<file path="src/rtl/addsub_pkg.sv">
// Shared definitions for the pipelined adder/subtractor: opcode encoding
// and the pipeline-depth helper used by addsub_pipe.
package addsub_pkg;

    // Operation select carried on the `sub` input.
    typedef enum logic {
        OP_ADD = 1'b0,
        OP_SUB = 1'b1
    } op_e;

    // One register stage resolves one CHUNK-bit slice of the carry chain.
    function automatic int calc_stages(input int n, input int chunk);
        return n / chunk;
    endfunction

endpackage

</file>
<file path="src/rtl/addsub_slice.sv">
// One CHUNK-bit slice of the split carry chain: combinational add with
// carry in/out, plus the signed-overflow term that is only meaningful when
// this slice holds the operand MSBs.
module addsub_slice
    import addsub_pkg::*;
#(
    parameter int CHUNK = 4
) (
    input  logic [CHUNK-1:0] a,
    input  logic [CHUNK-1:0] b,
    input  logic             cin,
    output logic [CHUNK-1:0] sum,
    output logic             cout,
    output logic             ovf
);

    // Slice sum with carry, and overflow when operand signs agree but the result sign differs.
    always_comb begin
        {cout, sum} = {1'b0, a} + {1'b0, b} + {{CHUNK{1'b0}}, cin};
        ovf         = (a[CHUNK-1] == b[CHUNK-1]) && (sum[CHUNK-1] != a[CHUNK-1]);
    end

endmodule

</file>
<file path="src/rtl/addsub_pipe.sv">
// Pipelined N-bit adder/subtractor with valid/ready on both sides. The carry
// chain is cut into CHUNK-bit slices, one per register stage, so latency is
// N/CHUNK cycles and throughput is one operation per clock.
// Optional feature macro: ADDSUB_SAT_EN adds a `sat` input that clamps the
// result to the signed range on overflow (clamp applied in the final stage).
module addsub_pipe
    import addsub_pkg::*;
#(
    parameter int N     = 8,
    parameter int CHUNK = 4
) (
    input  logic         clk,
    input  logic         rst,
    input  logic         in_valid,
    output logic         in_ready,
    input  logic [N-1:0] a,
    input  logic [N-1:0] b,
    input  logic         sub,
`ifdef ADDSUB_SAT_EN
    input  logic         sat,
`endif
    output logic         out_valid,
    input  logic         out_ready,
    output logic [N-1:0] y,
    output logic         carry_out,
    output logic         overflow,
    output logic         zero,
    output logic         negative
);

    localparam int STAGES = calc_stages(N, CHUNK);
    localparam logic [N-1:0] SAT_MAX = {1'b0, {(N-1){1'b1}}};
    localparam logic [N-1:0] SAT_MIN = {1'b1, {(N-1){1'b0}}};

    // Values entering each stage (stage 0 from the ports, later ones from registers).
    logic [N-1:0]     st_a   [STAGES];
    logic [N-1:0]     st_b   [STAGES];
    logic [N-1:0]     st_res [STAGES];
    logic             st_c   [STAGES];
    logic             st_sat [STAGES];
    logic [N-1:0]     nxt_res[STAGES];

    // Slice outputs.
    logic [CHUNK-1:0] sum_s  [STAGES];
    logic             cout_s [STAGES];
    logic             ovf_s  [STAGES];

    // Stage registers: skewed operands, partial results, carries, valid chain.
    logic [N-1:0]     a_p    [STAGES];
    logic [N-1:0]     b_p    [STAGES];
    logic [N-1:0]     res_p  [STAGES];
    logic             c_p    [STAGES];
    logic             sat_p  [STAGES];
    logic             vld_p  [STAGES];

    // Output registers.
    logic [N-1:0]     y_q;
    logic             carry_q;
    logic             ovf_q;
    logic             zero_q;
    logic             neg_q;

    logic [N-1:0]     y_fin;
    logic             sat_in;
    logic             advance;

`ifdef ADDSUB_SAT_EN
    assign sat_in = sat;
`else
    assign sat_in = 1'b0;
`endif

    // The whole pipe moves together unless a finished result is waiting on the consumer.
    assign advance   = !vld_p[STAGES-1] || out_ready;
    assign in_ready  = advance;
    assign out_valid = vld_p[STAGES-1];
    assign y         = y_q;
    assign carry_out = carry_q;
    assign overflow  = ovf_q;
    assign zero      = zero_q;
    assign negative  = neg_q;

    // Route stage inputs: b is inverted for subtraction and the +1 enters as stage-0 carry.
    always_comb begin
        st_a[0]   = a;
        st_b[0]   = b ^ {N{sub}};
        st_c[0]   = (op_e'(sub) == OP_SUB);
        st_res[0] = '0;
        st_sat[0] = sat_in;
        for (int k = 1; k < STAGES; k++) begin
            st_a[k]   = a_p[k-1];
            st_b[k]   = b_p[k-1];
            st_c[k]   = c_p[k-1];
            st_res[k] = res_p[k-1];
            st_sat[k] = sat_p[k-1];
        end
    end

    for (genvar k = 0; k < STAGES; k++) begin : g_slice
        addsub_slice #(.CHUNK(CHUNK)) u_slice (
            .a    (st_a[k][k*CHUNK +: CHUNK]),
            .b    (st_b[k][k*CHUNK +: CHUNK]),
            .cin  (st_c[k]),
            .sum  (sum_s[k]),
            .cout (cout_s[k]),
            .ovf  (ovf_s[k])
        );
    end

    // Merge each stage's freshly computed slice into the de-skewed partial result.
    always_comb begin
        for (int k = 0; k < STAGES; k++) begin
            nxt_res[k] = st_res[k];
            nxt_res[k][k*CHUNK +: CHUNK] = sum_s[k];
        end
    end

    // Final-stage clamp: positive overflow only happens when A is non-negative.
    always_comb begin
        y_fin = nxt_res[STAGES-1];
        if (st_sat[STAGES-1] && ovf_s[STAGES-1]) begin
            y_fin = st_a[STAGES-1][N-1] ? SAT_MIN : SAT_MAX;
        end
    end

    // Pipeline and output registers; everything holds while a result is stalled.
    always_ff @(posedge clk or posedge rst) begin
        if (rst) begin
            for (int k = 0; k < STAGES; k++) begin
                vld_p[k] <= 1'b0;
                a_p[k]   <= '0;
                b_p[k]   <= '0;
                res_p[k] <= '0;
                c_p[k]   <= 1'b0;
                sat_p[k] <= 1'b0;
            end
            y_q     <= '0;
            carry_q <= 1'b0;
            ovf_q   <= 1'b0;
            zero_q  <= 1'b0;
            neg_q   <= 1'b0;
        end else if (advance) begin
            // stage boundary: operand beat enters stage 0, every stage shifts one step
            vld_p[0] <= in_valid;
            for (int k = 1; k < STAGES; k++) begin
                vld_p[k] <= vld_p[k-1];
            end
            for (int k = 0; k < STAGES - 1; k++) begin
                a_p[k]   <= st_a[k];
                b_p[k]   <= st_b[k];
                res_p[k] <= nxt_res[k];
                c_p[k]   <= cout_s[k];
                sat_p[k] <= st_sat[k];
            end
            // stage boundary: final slice result and flags
            y_q     <= y_fin;
            carry_q <= cout_s[STAGES-1];
            ovf_q   <= ovf_s[STAGES-1];
            zero_q  <= (y_fin == '0);
            neg_q   <= y_fin[N-1];
        end
    end

endmodule

</file>
<file path="config.mk">
export PLATFORM = sky130hd
export DESIGN_NAME = addsub_pipe
export DESIGN_NICKNAME = d
export VERILOG_FILES = /design/src/rtl/addsub_pkg.sv /design/src/rtl/addsub_slice.sv /design/src/rtl/addsub_pipe.sv
export SDC_FILE = /design/constraint.sdc
export NUM_CORES = 1
export LEC_CHECK = 0
export ABC_AREA = 1
export CAP_MARGIN = 20
export CORE_MARGIN = 10
export CORE_UTILIZATION = 43
export CTS_CLUSTER_SIZE = 8
export DETAILED_ROUTE_END_ITERATION = 6
export GPL_TIMING_DRIVEN = 0
export PLACE_DENSITY = 0.83
export SYNTH_ARGS = -nofsm -noshare
export SYNTH_HDL_FRONTEND = slang
export SYNTH_SLANG_ARGS = --single-unit
</file>
<file path="constraint.sdc">
create_clock -name clk -period 1.67 [get_ports clk]
set_clock_uncertainty 0.15 [all_clocks]
set_input_delay 0.334 -clock clk [delete_from_list [all_inputs] [get_ports clk]]
set_output_delay 0.334 -clock clk [all_outputs]
set_load 0.05 [all_outputs]
</file>
### Yosys cells after proc, flatten, opt, wreduce, memory -nomap -nowiden

Index checks and enable logic that the tools add are counted.

* $add $sub $neg: 4
* multipliers: 0
* div/mod/pow operators: 0
* magnitude comparators: 0
* equality and inequality tests: 2
* shift operators: 0
* multiplexer cells: 0
* bitwise operators: 1
* reductions and logical operators: 4

Operator list (number)
* 4-bit by 4-bit adder with 5-bit output: 2
* 5-bit by 1-bit adder with 5-bit output: 2
* 8-bit zero test: 1
* 8-bit bitwise XOR: 1
* 1-bit == test: 1
* 1-bit logical AND: 1
* 1-bit zero test: 1
* 1-bit logical OR: 1
* 1-bit != test: 1

* flip-flop bits (word level): 35
* latch bits: 0
* memory bits (writable): 0
* bits in read-only memories: 0
* input port bits: 21
* output and inout port bits: 14
* logic and storage cells: 22
* memories kept: 0

### Depth between registers and ports, before layout

* word-level depth: 4
* depth in mapped cells: 10
* depth with buffers taken out: 10

### Modules after synthesis

A second synthesis with hierarchy kept.

* cells, all modules: 177
* area total of the unflattened synthesis: 1488.9 um2

By module, submodules not included
* addsub_pipe: times used 1, cells an instance 123, area each 1098.6 um2, seq. area each 650.6 um2
* addsub_slice: times used 2, cells an instance 27, area each 195.2 um2, seq. area each 0.0 um2

### Least setup slack after synthesis

OpenSTA, ideal clock, no wires.

* path kind: reg-to-reg
* start: register a_p[12] (netlist bit)
* end: register zero_q, in the netlist zero
* library setup time: 0.118 ns
* arrival time: 1.505 ns
* data required time: 1.402 ns
* slack: -0.103 ns
* cell stages (with the launch flop): 8
* path buffers: 0
* period minus slack after synthesis: 1.773 ns
* cell sequence: dfrtp_1 -> fa_1 -> inv_1 -> fa_1 -> nand4_1 -> nor2_1 -> nand2_1 -> nand2_1

* longest elaborated chain between the ends: 3

RTL lines
* from (decl): RTL line addsub_pipe.sv:49 `logic [N-1:0] a_p [STAGES];`
* from (signal, indexed assignment): RTL line addsub_pipe.sv:149 `a_p[k] <= st_a[k];`
* 4-bit by 4-bit adder with 5-bit output: RTL line addsub_slice.sv:19 `{cout, sum} = {1'b0, a} + {1'b0, b} + {{CHUNK{1'b0}}, cin};`
* 5-bit by 1-bit adder with 5-bit output: RTL line addsub_slice.sv:19
* 8-bit zero test: RTL line addsub_pipe.sv:159 `zero_q <= (y_fin == '0);`
* to (signal assigned): RTL line addsub_pipe.sv:159
* to (decl): RTL line addsub_pipe.sv:60 `logic zero_q;`

Every way passes these cells.
A chain may end at the register's enable or synchronous reset.

### Worst setup path in the final report

Same ends and word-level chain as after synthesis.

==> qor.txt <==
peak supply drop - 385 uV
dpl ws - -0.756 ns
GRT Residual Overflow - 0
grt met2 use - 16.2%
filler instances - 280
Reg power frac - 38.5%
Setup crit start kind - flip-flop
sequential area share after synthesis - 47.4%
Syn Area/Cell - 8.63 um2
Slowest cell on crit path - dfrtp_1
Most common cell on crit path - nand2_1
Die Span X - 76.5 um
vias in the first global route - 1,132
Slew headroom - 37.0%
RSZ-0062 raised after global routing - true
1st-pass router iterations - 4
Max Cap Viol - 0
critical path required time - 1.75 ns
Antenna diodes - 0
dominant cells by area after synthesis - dfrtp_1, nand2_1, ha_1, o21ai_0, inv_1
CP Data Arrival Time - 1.89 ns
WS Path Type - reg -> reg
drt initial violations - 73
final worst path period share - 108%
site row count - 20
Total GRT Usage - 9.99%
global routing usage on met1 - 11.5%
Syn Std Cell Area - 0.00137 mm2
Internal Power - 0.00126 W
post-synth cell types - 22
# DRC - 0
Yosys warnings - 0
starting density of the core - 45.0%
CTS buffer count - 3
sw frac - 44.0%
most common cell after layout, fill and taps aside - nand2_1
worst skew pair latency - 0.32 ns
fin crit period - 1.80 ns
Layout Cells excl Fill - 242
Top Ports - 35
grt met3 use - 2.12%
CTS tree - done
Layout Nets - 230
die area - 0.00585 mm2
Largest stage delay, worst path - 0.43 ns
layout cell share with drive strength beyond 1 - 21.2%
largest net degree at the start of global routing - 27
Logic pwr share - 49.8%
initial antenna violation count - 0
LEAKAGE - 0.899 nW
Cells after Synth - 159
PwrDens - 1220 mW/mm2
worst-path cell chain - fa_2 > inv_2 > fa_1 > nand4_1 > nor2_2 > nand2_1 > nand2_1
dpl cells - 236
worst hold path class - in -> reg
DR WL/cell - 11.8 um
worst-path maximum fanout - 2
first-pass GRT wire length - 4870 um
Final Hold Viols - 0
H-tree level count - 1
RD Place Congestion - 0.820
Port Buffers - 33
chip height - 76.5 um
GRT Max-Usage Layer - met2
Crit. End Element - flip-flop
Final Hold Slack - 0.191 ns
PnR worst setup slack - -0.135 ns
net switching power - 0.000989 W
Worst-path clk slew - 0.13 ns
Area Growth Syn to Fin - 34.5%
vias per inst - 4.58
largest area contributor in the netlist - dfrtp_1
commonest cells after routing, fill and taps aside - nand2_1, dfrtp_1, clkdlybuf4s50_1
final setup violation count - 3
Num Clock Sinks - 26
post-route ant nets - 0
worst-margin pin slew - 0.944 ns
Core Box Area - 0.00305 mm2
post-synthesis net count - 189
status - finished, violations left
Root Driver - clkbuf_4
Clock Tree Buf Depth - 2
Power Total - 0.00225 W
Final Max Tran Viols - 0
hpwl dp - 2250 um
Clk pwr share - 11.7%
post-synth top area share - 47.4%
max frequency - 0.554 GHz
failing checks - setup timing
total detailed-routing wirelength - 2870 um
Synth Register Bits - 26
Vias - 1,108
final core utilization - 60.5%
## final timing paths
path | start | end | slack (ns) | depth (start not counted)
max in group asynchronous | rst | a_p[15] | 0.44 | 2
setup / recovery | a_p[12] | zero | -0.13 | 7
min in group asynchronous | rst | zero | 0.36 | 2
hold / removal | sub | b_p[13] | 0.19 | 3
hold reg to reg | vld_p[1] | out_valid | 0.31 | 2
setup reg to reg | a_p[12] | zero | -0.13 | 7
## flip-flops by register name, summed over array words and instances, names as in the netlist
register   cells
y              8
a_p            4
b_p            4
nxt_res        4
c_p            1
carry_out      1
out_valid      1
overflow       1
vld_p          1
zero           1
## power by group through the flow
stage               logic (W)  registers [W]  clock network, W
CTS                   0.00110       0.000865          0.000267
global route          0.00123       0.000883          0.000295
global placement      0.00109       0.000871                 0
detailed placement    0.00111       0.000878                 0
finish                0.00112       0.000864          0.000263
floorplan            0.000433        0.00119                 0
## metal layers
layer  vias up  wire length [um]
li1        571                 -
met1       502              1330
met2        31              1310
met3         4               149
met4         0                84
met5         -                 0
## cell type report
type | count | area [um2] | area share (%)
Buffer | 6 | 47.5 | 2.57
Sequential cell | 26 | 651 | 35.2
Tap cell | 44 | 55.1 | 2.98
Inverter | 18 | 72.6 | 3.93
Timing Repair Buffer | 37 | 370 | 20.1
Clock buffer | 3 | 22.5 | 1.22
Multi-Input combinational cell | 108 | 628 | 34.0
## worst max-delay path, delay by kind of cell, from the launching register on
kind,cells,cell delay (ns)
fa+ha+maj,2,0.82
buf+inv,1,0.06
flops,1,0.43
simple gates,4,0.25
## cells in the mapped netlist (all sizes together)
cell    n
nand3   5
nand2  52
nand4   1
nor2   11
o21ai  17
a21oi   4
o22ai   1
ha      6
dfrtp  26
xor2    3
nor3    1
fa      3
xnor2   4
inv    18
buf     7
## what timing repair did
action / CTS / global route
setup endpoints to repair: 18 / 9
buffers inserted: 2 / 2
hold buffers: 0 / 0
gates resized for setup: 52 / 13
pin swaps: 3 / 2
gates cloned: 0 / 0
## cell families (layout without fill, tap and decap cells)
logic type | after synthesis | count (layout) | synth area share, %
flops | 26 | 26 | 47.4
simple gates | 70 | 70 | 21.0
fa+ha+maj | 9 | 9 | 9.85
buf+inv | 25 | 64 | 9.21
compound gates | 22 | 22 | 8.11
xor+xnor | 7 | 7 | 4.47
## per-stage QoR
step	instance area (um2)	setup TNS [ns]
floorplan	1380	-0.0397
global placement	1760	-2.01
detailed placement	1760	-2.24
CTS	1810	-0.175
global route	1850	-0.378
finish	1850	-0.159
Note: power is estimated with default switching activity, not from simulation.
==> RTL edit, RTL diff (same settings) <==
`CHUNK` is set to 4 in 2 places; all go to 8.
--- a/src/rtl/addsub_slice.sv
+++ b/src/rtl/addsub_slice.sv
@@ -5,5 +5,5 @@
     import addsub_pkg::*;
 #(
-    parameter int CHUNK = 4
+    parameter int CHUNK = 8
 ) (
     input  logic [CHUNK-1:0] a,
--- a/src/rtl/addsub_pipe.sv
+++ b/src/rtl/addsub_pipe.sv
@@ -8,5 +8,5 @@
 #(
     parameter int N     = 8,
-    parameter int CHUNK = 4
+    parameter int CHUNK = 8
 ) (
     input  logic         clk,
Formal check against the unedited RTL: not equivalent (Yosys sat finds a counterexample within 4 cycles, from zero or initial values and one cycle with rst high).
==> RTL edit against the original RTL <==
The run still ends with setup timing left; count of clock-buffer cells in the layout increased by 1; cell area decreased by 3.0%; total power decreased by 30%; routed wire length increased by 14%; core utilization increased by 20 points; setup slack improved by 120 ps; synthesized area decreased by 26%; cell count decreased by 7.0%; first-iteration DRC count decreased by 15%; highest routed layer unchanged; register-to-register slack improved by 450 ps; sequential share of layout area decreased by 18 points; sequential cell count decreased by 14; sequential power decreased by 56%.
==> RTL edit: results (changes against the original RTL) <==
[sta]
tightest_slew_ps = 493  ; -450 ps
final.setup.tns_ps = -23.7  ; +135 ps
setup_viol = 2  ; -1
worst_slack_ps = -17.0  ; +118 ps

[setup_path]
path_class = input port to flip-flop
regToRegSetupSlack_ps = 320  ; +450 ps
cp.arrival_ps = 1760  ; -130 ps
max_stage_delay_ps = 270  ; -160 ps
slowest_stage = ha_4
regToRegStartpoint = out_valid
worst_r2r_path_depth = 9  ; +2
worstSetupEndpoint = zero
crit_start = b[4]
critical_path.top_delay_family = simple AND/OR/NAND/NOR gates
crit_fanout = 5  ; +3

[grt]
grt_start_max_net_pins = 13  ; -52%
grt_usage = 0.123  ; +0.0236
grt_util_met1 = 0.122  ; +0.00747
use_met2 = 0.234  ; +0.0715
globalRouteMet3Util = 0.0322  ; +0.0110
grt_pass1_wl_mm = 4.61  ; -5.4%

[outcome]
status = finished, violations left
failed_checks = setup timing

[synth]
synthXorXnorAreaFrac = 0.0688  ; +0.0241
syn_area_per_cell_sq_um = 7.17  ; -17%
synth_cell_types = 24  ; +9.1%
yosys_warnings = 0  ; unchanged
ys_seq_area_frac = 0.295  ; -0.179
synth_common_cells = nand2_1, inv_1, dfrtp_1
synthMuxAreaShare = 0  ; unchanged
synth_compound_area_frac = 0.0565  ; -0.0246
synthAdderAreaFrac = 0.106  ; +0.00720
syn_nets = 171  ; -9.5%

[pwr]
pwr-share-seq = 0.240  ; -0.145
p_seq_uw = 378  ; -56%
internal_power_uw = 852  ; -32%
ir_worst_vdd_v = 0.000589  ; +53%
powerClk_uw = 229  ; -13%

[routing]
firstDrtPassIters = 4  ; unchanged
wirelength_met1_mm = 1.18  ; -11%
wl_mm = 3.27  ; +14%
route.met3.wl_um = 264  ; +77%
viasPerCell = 4.97  ; +8.6%
num_vias = 1119  ; +0.99%
met2_length_mm = 1.74  ; +33%
drtIter0Drc = 62  ; -15%

[placement]
place.gp.congestion = 0.810  ; -1.2%
post-place-ws_ps = -777  ; -20.5 ps
dp.final_hpwl_mm = 1.99  ; -12%
dpl_cell_area_sq_mm = 0.00140  ; -20%

[layout]
num-fill-cells = 137  ; -51%
multi_input_area_sq_um = 848  ; +35%
drive_gt1_frac = 0.513  ; +0.301
final_nets = 227  ; -1.3%

[clock_network]
clock_latency_ps = 280  ; -40 ps
cts_made_buffers = 3  ; unchanged
clk_pin_slew_worst_paths_ps = 70  ; -60 ps

[worst_hold_path]
hp-class = input port to async pin

RTL edit: kinds of logic (layout without fill, tap and decap cells):
kind of cell,after synthesis,after routing
AOI/OAI and AO/OA,10,10
xor gates and xnor gates,8,8
adders and majority gates,8,8
buffers and inverters,26,81
DFF,12,12
and+or+nand+nor,78,78
RTL edit: how the worst min path moves through the flow:
stage	to	slack, ps	cells past startpoint
finish	y[4]	190	2
global route	y[0]	220	4
CTS	y[0]	200	4
detailed placement	y[0]	320	2
global placement	overflow	310	2
floorplan	carry_out	50	1
RTL edit: cell type report:
| type | count | area share |
|---|---|---|
| tap | 28 | 0.0196 |
| inverter | 22 | 0.0475 |
| multi-input combinational | 104 | 0.474 |
| timing repair buffer | 51 | 0.242 |
| sequential | 12 | 0.168 |
| clock buffer | 4 | 0.0203 |
| buffer | 4 | 0.0280 |
RTL edit: repair_timing:
action                     4_1_cts  5_1_grt
gates resized for setup         87       46
pin swaps                       38       29
buffers inserted                11        7
setup endpoints to repair       24       20
